===== src/rtl/debounce_pkg.sv =====
// Shared types and helpers for the multi-channel debouncer.
// Latency: n/a (types and constant functions only).
// Backpressure: n/a.
package debounce_pkg;

  // Per-channel FSM encoding: STABLE idles, PENDING counts agreeing samples.
  typedef enum logic {
    ST_STABLE  = 1'b0,
    ST_PENDING = 1'b1
  } state_t;

  // Counter width able to hold the largest of the three cycle counts.
  function automatic int cnt_w(input int stable_cycles,
                               input int repeat_delay,
                               input int repeat_period);
    int m;
    m = stable_cycles;
    if (repeat_delay > m)  m = repeat_delay;
    if (repeat_period > m) m = repeat_period;
    return $clog2(m + 1);
  endfunction

endpackage


===== src/rtl/debounce_channel.sv =====
// One debounced input: synchroniser, glitch-rejecting stability counter, edge strobes.
// Latency: SYNC_STAGES + STABLE_CYCLES cycles from a clean btn_in edge to btn_out.
// Backpressure: none; free-running, strobes are single-cycle and never held.
//
// Ports:
//   clk, reset    clock and asynchronous active-low reset
//   btn_in        raw asynchronous input
//   btn_out       registered debounced level
//   rise_pulse    1-cycle strobe on the edge btn_out goes 0->1
//   fall_pulse    1-cycle strobe on the edge btn_out goes 1->0
//   repeat_pulse  hold-to-repeat strobe (MULTI_DEBOUNCE_REPEAT_EN), else tied 0
//   busy          high while a candidate change is being timed
module debounce_channel
  import debounce_pkg::*;
#(
  parameter int   STABLE_CYCLES = 500000,
  parameter int   SYNC_STAGES   = 2,
  parameter logic RESET_LEVEL   = 1'b0,
  parameter int   REPEAT_DELAY  = 50000000,
  parameter int   REPEAT_PERIOD = 10000000
) (
  input  logic clk,
  input  logic reset,
  input  logic btn_in,
  output logic btn_out,
  output logic rise_pulse,
  output logic fall_pulse,
  output logic repeat_pulse,
  output logic busy
);

  localparam int CNT_W = cnt_w(STABLE_CYCLES, REPEAT_DELAY, REPEAT_PERIOD);
  localparam logic [CNT_W-1:0] CNT_LAST = CNT_W'(STABLE_CYCLES - 1);

  logic [SYNC_STAGES-1:0] sync_q;
  logic                   s;
  state_t                 state;
  logic [CNT_W-1:0]       cnt;

  always_ff @(posedge clk or negedge reset) begin
    if (!reset) sync_q <= {SYNC_STAGES{RESET_LEVEL}};
    else        sync_q <= {sync_q[SYNC_STAGES-2:0], btn_in};
  end

  assign s    = sync_q[SYNC_STAGES-1];
  assign busy = (state == ST_PENDING);

  // cnt tracks how many consecutive cycles s has disagreed with btn_out;
  // the change is accepted on the STABLE_CYCLES-th such cycle.
  always_ff @(posedge clk or negedge reset) begin
    if (!reset) begin
      state      <= ST_STABLE;
      cnt        <= '0;
      btn_out    <= RESET_LEVEL;
      rise_pulse <= 1'b0;
      fall_pulse <= 1'b0;
    end else begin
      rise_pulse <= 1'b0;
      fall_pulse <= 1'b0;
      case (state)
        ST_STABLE: begin
          cnt <= '0;
          if (s != btn_out) begin
            state <= ST_PENDING;
            cnt   <= CNT_W'(1);
          end
        end
        ST_PENDING: begin
          if (s == btn_out) begin
            state <= ST_STABLE;
            cnt   <= '0;
          end else if (cnt == CNT_LAST) begin
            btn_out    <= s;
            rise_pulse <= s;
            fall_pulse <= ~s;
            state      <= ST_STABLE;
            cnt        <= '0;
          end else begin
            cnt <= cnt + CNT_W'(1);
          end
        end
        default: begin
          state <= ST_STABLE;
          cnt   <= '0;
        end
      endcase
    end
  end

`ifdef MULTI_DEBOUNCE_REPEAT_EN
  logic             accept_fall;
  logic [CNT_W-1:0] rpt_cnt;
  logic             rpt_first;

  // Fall accepted this edge: suppress any repeat that would coincide with it.
  assign accept_fall = (state == ST_PENDING) && (s != btn_out) &&
                       (cnt == CNT_LAST) && btn_out;

  // Counter restarts on the rise edge (btn_out still 0 there), so the first
  // strobe lands REPEAT_DELAY edges after rise_pulse, then every REPEAT_PERIOD.
  always_ff @(posedge clk or negedge reset) begin
    if (!reset) begin
      rpt_cnt      <= '0;
      rpt_first    <= 1'b1;
      repeat_pulse <= 1'b0;
    end else begin
      repeat_pulse <= 1'b0;
      if (!btn_out || accept_fall) begin
        rpt_cnt   <= '0;
        rpt_first <= 1'b1;
      end else if (rpt_cnt == (rpt_first ? CNT_W'(REPEAT_DELAY - 1)
                                         : CNT_W'(REPEAT_PERIOD - 1))) begin
        repeat_pulse <= 1'b1;
        rpt_cnt      <= '0;
        rpt_first    <= 1'b0;
      end else begin
        rpt_cnt <= rpt_cnt + CNT_W'(1);
      end
    end
  end
`else
  assign repeat_pulse = 1'b0;
`endif

endmodule


===== src/rtl/multi_debounce.sv =====
// N-channel debouncer for raw buttons/switches; channels are fully independent.
// Latency: SYNC_STAGES + STABLE_CYCLES cycles from a clean input edge to btn_out.
// Backpressure: none; outputs are free-running levels and single-cycle strobes.
//
// Ports (all CHANNELS wide except clk/reset):
//   clk, reset    100 MHz clock, asynchronous active-low reset
//   btn_in        raw asynchronous inputs
//   btn_out       debounced levels
//   rise_pulse    0->1 strobes, fall_pulse 1->0 strobes
//   repeat_pulse  hold-to-repeat strobes (only with MULTI_DEBOUNCE_REPEAT_EN)
//   busy          channel is timing a candidate change
module multi_debounce
  import debounce_pkg::*;
#(
  parameter int   CHANNELS      = 4,
  parameter int   STABLE_CYCLES = 500000,
  parameter int   SYNC_STAGES   = 2,
  parameter logic RESET_LEVEL   = 1'b0,
  parameter int   REPEAT_DELAY  = 50000000,
  parameter int   REPEAT_PERIOD = 10000000
) (
  input  logic                clk,
  input  logic                reset,
  input  logic [CHANNELS-1:0] btn_in,
  output logic [CHANNELS-1:0] btn_out,
  output logic [CHANNELS-1:0] rise_pulse,
  output logic [CHANNELS-1:0] fall_pulse,
  output logic [CHANNELS-1:0] repeat_pulse,
  output logic [CHANNELS-1:0] busy
);

  for (genvar i = 0; i < CHANNELS; i++) begin : g_ch
    debounce_channel #(
      .STABLE_CYCLES(STABLE_CYCLES),
      .SYNC_STAGES  (SYNC_STAGES),
      .RESET_LEVEL  (RESET_LEVEL),
      .REPEAT_DELAY (REPEAT_DELAY),
      .REPEAT_PERIOD(REPEAT_PERIOD)
    ) u_ch (
      .clk         (clk),
      .reset       (reset),
      .btn_in      (btn_in[i]),
      .btn_out     (btn_out[i]),
      .rise_pulse  (rise_pulse[i]),
      .fall_pulse  (fall_pulse[i]),
      .repeat_pulse(repeat_pulse[i]),
      .busy        (busy[i])
    );
  end

endmodule

===== config.mk =====
export PLATFORM = sky130hd
export DESIGN_NAME = multi_debounce
export DESIGN_NICKNAME = d
export VERILOG_FILES = /design/src/rtl/debounce_pkg.sv /design/src/rtl/debounce_channel.sv /design/src/rtl/multi_debounce.sv
export SDC_FILE = /design/constraint.sdc
export NUM_CORES = 1
export LEC_CHECK = 0
export BUFFER_PORTS_ARGS = -buffer_cell sky130_fd_sc_hd__buf_2
export CORE_MARGIN = 4
export CORE_UTILIZATION = 45
export DETAILED_ROUTE_END_ITERATION = 12
export GPL_TIMING_DRIVEN = 0
export SLEW_MARGIN = 40
export SYNTH_ARGS = -nofsm -noshare
export SYNTH_HDL_FRONTEND = slang
export SYNTH_SLANG_ARGS = --single-unit

===== constraint.sdc =====
create_clock -name clk -period 3.5 [get_ports clk]
set_clock_uncertainty 0.15 [all_clocks]
set_input_delay 0.175 -clock clk [delete_from_list [all_inputs] [get_ports clk]]
set_output_delay 0.175 -clock clk [all_outputs]
set_load 0.02 [all_outputs]

==> flow_metrics.tcl, run 1 <==
set metrics [dict create \
    status "completed" \
    timing.setup.tns_ns 0 \
    slew_viol_final 0 \
    peakVddDrop_uv 337 \
    dr.pass1.iters 4 \
    antenna_found_initial 0 \
    vias 4387 \
    cts_sinks 128 \
    start_util 0.464 \
    cp.depth 8 \
    regArea_sq_um 3200 \
    r2r-end "g_ch[0].u_ch.cnt[16]" \
    power_density_nw_per_um2 457 \
    cpMostUsedCell "buf_2" \
    slew_headroom 0.457 \
    wl_per_cell_microns 13.5 \
    cp_cell_sequence "ha_1 -> and4_1 -> nand3_1 -> nor3_1 -> nand2b_1 -> buf_2 -> buf_2 -> nor2_1" \
    drt-initial-drc-count 252 \
    ios 26 \
    crit_type "flop to flop" \
    fp.dieW_microns 125 \
    cp-start-kind "flop" \
    grt_max_degree 67 \
    cp_max_fo 10 \
    synthCells 616 \
    syn_to_final_growth_pct 16.0 \
    wirelength_microns 11500 \
    drive_gt1_frac 0.136 \
    hold_slack_ns 0.147 \
    dieArea_sq_um 15700 \
    coreArea_sq_um 13300 \
    clk_latency_ns 0.41 \
    viasPerCell 5.14 \
    grt.overflow.total 0 \
    fmaxAchievable_mhz 438 \
    grt_use_total 0.159 \
    synth.yosys.seq_area_share 0.517 \
    nets 675 \
    setup_viol 0 \
    gp_congestion 0.808 \
    cts_max_level 4 \
    maxCapViolCount 0 \
    hold_class "primary input to asynchronous set/reset pin" \
    setup.worst_path.end "g_ch[0].u_ch.cnt[16]" \
    finalCritPeriodShare 0.652 \
    drc_errors 0 \
    cp.arrival_ns 2.42 \
    row_count 42 \
    cts_resized 0 \
    holdBufCountCts 5 \
    tightest_slew_ns 0.808 \
    yosys.cell_types.count 41 \
    syn-cell-area_sq_um 6190 \
    p_leak_nw 3.10 \
    r2r_start "g_ch[0].u_ch.cnt[0]" \
    clk_pin_slew_worst_paths_ns 0.05 \
    final_common_cell "dfrtp_1" \
    cts_tree "built" \
    rsz0062_at_grt "false" \
    multi_input_area_sq_um 2730 \
    cp-end-kind "flop" \
    rrSetupSlack_ns 1.22 \
    syn_avg_cell_area_sq_um 10.1 \
    cp_data_required_time_ns 3.64 \
    period_minus_slack_ns 2.28 \
    crit_family "simple AND/OR/NAND/NOR gates" \
    clock_path_buffers 2 \
    clock-root-buffer "clkbuf_16" \
    post_cts_buffers 0 \
    grt_pass1_wl_microns 20600 \
    cp_slowest_cell "dfrtp_1" \
    io_buffers 21 \
    grt_pass1_vias 4448 \
    cpPeakStageDelay_ns 0.38 \
    yosysWarningCount 0 \
    nFillCells 1187 \
    ys_ff_latch 128 \
    ant_nets 0 \
    reg2reg_depth 8 \
    crit_start "g_ch[0].u_ch.cnt[0]" \
    hold_violations 0 \
    final_cell_mix "dfrtp_1 (128), nor2_1 (121), xor2_1 (65), nand3_1 (50), nand2_1 (36)" \
    dp_hpwl_microns 7980 \
    numCtsBuffers 17 \
    cp.buffers_inverters 2 \
    die_h_microns 125 \
    diodes 0 \
]
==> power breakdown <==
group	switching [mW]	internal [mW]	leakage (nW)
Clock	0.604	1.06	0.283
Combinational	0.0710	0.0388	1.07
Sequential	0.0137	1.50	1.75
==> worst min-delay path by stage <==
stage	slack (ns)	cells past startpoint	end
after floorplan	-0.27	0	g_ch[0].u_ch.btn_out
after global placement	0.14	1	g_ch[1].u_ch.sync_q[0]
after global routing	0.19	2	g_ch[0].u_ch.cnt[3]
after detailed placement	-0.003	1	g_ch[0].u_ch.cnt[4]
final	0.15	2	g_ch[0].u_ch.cnt[3]
after CTS	0.16	2	g_ch[0].u_ch.cnt[4]
==> state kept, by name (all words and copies together) (netlist names) <==
register and count:
g_ch.u_ch.btn_out 4, g_ch.u_ch.busy 4, g_ch.u_ch.cnt 104, g_ch.u_ch.fall_pulse 4, g_ch.u_ch.rise_pulse 4, g_ch.u_ch.sync_q 8
==> layout make-up <==
type,count,share of cell area
plain buffers,33,0.0350
clock buffers,25,0.0704
clock inverters,6,0.00766
inverters,8,0.00418
multi-input cells,450,0.379
flip-flops and latches,128,0.446
well taps,176,0.0307
repair buffers,27,0.0268
==> layer usage <==
metal	GRT usage	vias up	part of all wire
met5	0	-	0
met4	0.0580	0	0.017
met3	0.0448	19	0.032
met2	0.255	58	0.47
met1	0.206	2131	0.48
li1	-	2179	-
==> cells in the mapped netlist, drive strengths merged <==
cell,instances,share of area
dfrtp,128,0.52
nor2,122,0.075
xor2,65,0.092
nand3,50,0.040
nand2,36,0.022
xnor2,34,0.048
buf,29,0.038
nand4,27,0.028
and3,21,0.021
nor4,16,0.018
and4,15,0.021
nor3,15,0.013
inv,8,0.0048
a21oi,5,0.0040
and2,5,0.0051
clkbuf,4,0.0024
ha,4,0.0081
mux2,4,0.0073
nor4b,4,0.0057
o21a,4,0.0048
nand2b,3,0.0030
o21ai,3,0.0024
and4b,2,0.0032
nor2b,2,0.0020
or3,2,0.0020
or4,2,0.0030
a31o,1,0.0014
conb,1,0.00061
nand4b,1,0.0014
nor4bb,1,0.0016
or2,1,0.0010
or3b,1,0.0014
==> per-stage QoR <==
step                      instance area [sq um]  setup WS, ns  instances  power [mW]  utilization
after global routing                       7180         0.999        853        3.41        0.538
after CTS                                  7180          1.17        853        3.32        0.538
final                                      7180          1.22        853        3.28        0.538
after floorplan                            6200          1.47        619        1.59            -
after global placement                     6530         0.444        816        1.64        0.489
after detailed placement                   6570          1.18        817        1.64        0.492
==> worst register-to-register path, delay by kind of cell (launching register included) <==
kind	cells	cell delay, ns
AND/OR/NAND/NOR	5	0.99
flip-flops	1	0.38
buffers and inverters	2	0.40
adder cells (fa/ha/maj)	1	0.24
==> logic make-up after synthesis <==
kind of cell	after synthesis	share of synthesized area
AND/OR/NAND/NOR	326	0.269
flip-flops	128	0.517
XOR/XNOR	99	0.140
buffers and inverters	41	0.0455
AO/OA/AOI/OAI	13	0.0127
adder cells (fa/ha/maj)	4	0.00808
multiplexers	4	0.00727
other	1	0.000605
No activity file was read; power rests on OpenSTA's default activity.
==> run 2, diff against run 1 <==
- ABC_AREA: not set -> 1
- clock period: 3.5 -> 2.1 ns (I/O delays scaled with it)
==> run 2 against run 1 <==
Compared with the run above:
- sequential power increased by 68%
- critical path depth rose by 1
- flip-flop and latch count stayed put
- fmax rose by 16%
- non-clock buffer count down 5
- worst hold slack worse by 0.049 ns
- combinational power rose to 2.9 times the previous value
- total power rose by 82%
- synthesized cell count is 75% higher
- cell count increased by 59%
- sequential share of layout area fell by 6.9 points
==> flow_metrics.tcl, run 2 <==
set metrics [dict create \
    status "completed" \
    fmaxAchievable_mhz 509 \
    clock_path_buffers 2 \
    final_common_cell "nor2_1" \
    nets 1136 \
    viasPerCell 4.74 \
    gp_congestion 0.912 \
    dieArea_sq_um 18600 \
    dr.pass1.iters 5 \
    cp.arrival_ns 2.12 \
    p_switching_mw 1.38 \
    peakVddDrop_uv 602 \
    p_leak_nw 3.86 \
    hold_class "primary input to asynchronous set/reset pin" \
    clk_pin_slew_worst_paths_ns 0.06 \
    drive_gt1_frac 0.101 \
    final_cell_mix "nor2_1 (295), nand2_1 (291), inv_1 (134), dfrtp_1 (128), nand3_1 (56)" \
    grt_pass1_vias 6017 \
    largest_register_ffs 104 \
    maxCapViolCount 0 \
    cp_max_fo 10 \
    crit_type "flop to flop" \
    netlist_top_cells_count "nor2_1 (296), nand2_1 (291), inv_1 (134), dfrtp_1 (128), nand3_1 (56)" \
    cp-end-kind "flop" \
    reg2reg_depth 9 \
    setup_viol 0 \
    finalCritPeriodShare 0.936 \
    rsz0062_at_grt "false" \
    yosysWarningCount 0 \
    synth-edff-count 0 \
    grt_pass1_wl_microns 28600 \
    dpl_worst_slack_ns 0.104 \
    wl_per_cell_microns 12.0 \
    syn-cell-area_sq_um 7400 \
    fin_util 0.532 \
    ios 26 \
    cts_sinks 128 \
    fin_ws_ns 0.135 \
    clock_power_share 0.522 \
    max_flop_register "g_ch.u_ch.cnt" \
    timing.setup.tns_ns 0 \
    vias 6419 \
    p_total_mw 5.98 \
    yosys.cell_types.count 26 \
    ys.flop_type "dfrtp_1" \
    synthCells 1077 \
    antenna_found_initial 0 \
    slew_viol_final 0 \
    row_count 46 \
    syn_to_final_growth_pct 14.9 \
    clk_latency_ns 0.42 \
    dp_hpwl_microns 12000 \
    internal_power_mw 4.59 \
    ant_nets 0 \
    cpPeakStageDelay_ns 0.44 \
    postLayoutCellArea_sq_um 8500 \
    die_h_microns 136 \
    fp.dieW_microns 136 \
    synth.yosys.seq_area_share 0.433 \
    yosys-top-cells-area "dfrtp_1 (43%), nor2_1 (15%), nand2_1 (15%)" \
    pwr-share-seq 0.425 \
    async_flop_share 1.00 \
    cts_tree "built" \
    cp-start-kind "flop" \
    cts_max_level 4 \
    grt_max_degree 70 \
    drt-initial-drc-count 433 \
    top_regs "g_ch.u_ch.cnt x104, g_ch.u_ch.sync_q x8" \
    numCtsBuffers 17 \
    grt.overflow.total 0 \
    ys_ff_latch 128 \
    nFillCells 1654 \
    synth_largest_area_cell "dfrtp_1" \
    p_comb_frac 0.053 \
    grt_use_total 0.192 \
    coreArea_sq_um 16000 \
    syn_avg_cell_area_sq_um 6.88 \
    yosys.cell_count.top_type "nor2_1" \
    power_density_nw_per_um2 703 \
    period_minus_slack_ns 1.97 \
    cp_data_required_time_ns 2.25 \
    start_util 0.463 \
    swShare 0.231 \
    drc_errors 0 \
    slew_headroom 0.647 \
    clock-root-buffer "clkbuf_16" \
    layout.cells.non_filler 1355 \
    placedCellCount 1318 \
    hold_violations 0 \
    tightest_slew_ns 0.529 \
    wirelength_microns 16200 \
    diodes 0 \
    io_buffers 21 \
    cp_cell_sequence "ha_2 -> nand2_1 -> nor2_2 -> inv_1 -> nor2_1 -> nand3_1 -> nand2_1 -> buf_4 -> nor2_1" \
    yosys.area.top_type_share 0.433 \
    cp_slowest_cell "dfrtp_1" \
    hold_slack_ns 0.0979 \
    placed_area_sq_um 7830 \
]
## run 2: cell count changes after synthesis, sizes merged, moves of 6 or more
cell   previous run  this run
and3             21         0
and4             15         0
inv               8       136
nand2            36       295
nand3            50        56
nand4            27        17
nor2            122       320
nor3             15        36
nor4             16         0
xnor2            34        15
xor2             65        22
## run 2: worst paths after layout
check	slack, ns	to	start
setup / recovery	0.13	g_ch[0].u_ch.cnt[16]	g_ch[0].u_ch.cnt[0]
setup reg to reg	0.13	g_ch[0].u_ch.cnt[16]	g_ch[0].u_ch.cnt[0]
max in group asynchronous	1.02	g_ch[3].u_ch.cnt[11]	reset
min in group clk	0.17	g_ch[1].u_ch.sync_q[0]	btn_in[1]
hold / removal	0.1	g_ch[0].u_ch.cnt[2]	reset
hold reg to reg	0.20	g_ch[3].u_ch.sync_q[1]	g_ch[3].u_ch.sync_q[0]
## run 2: cell type report
class | instances | area (sq um) | area share
Multi-Input combinational cell | 788 | 3490 | 0.410
Sequential cell | 128 | 3200 | 0.377
Inverter | 136 | 510 | 0.0600
Clock buffer | 18 | 429 | 0.0505
Tap cell | 216 | 270 | 0.0318
Buffer | 28 | 218 | 0.0256
Timing Repair Buffer | 27 | 193 | 0.0227
Clock inverter | 14 | 191 | 0.0225
## run 2: power groups by stage
| stage | combinational [mW] | clock (mW) | sequential (mW) |
|---|---|---|---|
| finish | 0.317 | 3.12 | 2.54 |
| global route | 0.365 | 3.32 | 2.54 |
| CTS | 0.326 | 3.17 | 2.54 |
| detailed placement | 0.318 | 0 | 2.58 |
| global placement | 0.306 | 0 | 2.58 |
| floorplan | 0.196 | 0 | 2.57 |
## run 2: kinds of logic (layout without fill, tap and decap cells)
kind of cell	Yosys count	count (layout)	synth area share
other cells	1	4	0.000506
fa+ha+maj	4	4	0.00676
flops	128	128	0.433
simple gates	729	729	0.408
xor+xnor	37	37	0.0438
buf+inv	164	223	0.0983
compound gates	14	14	0.00980
## run 2: timing repair
action / 4_1_cts / 5_1_grt
endpoints found under the setup margin: 0 / 21
hold buffers: 5 / 0
buffers inserted: 0 / 0
endpoints found under the hold margin: 132 / 0
gates resized for setup: 0 / 2
## run 2: per-layer routing
metal	up-vias	wire, microns	global-route usage
met5	-	0	0
met4	0	218	0.0616
met3	21	709	0.0429
met2	119	7210	0.293
met1	2916	8100	0.271
li1	3363	-	-
## run 2: worst max-delay path: cells and delay by family, from the launching register on
family	cells	cell delay, ns
fa+ha+maj	1	0.26
simple gates	6	0.70
flops	1	0.44
buf+inv	2	0.29
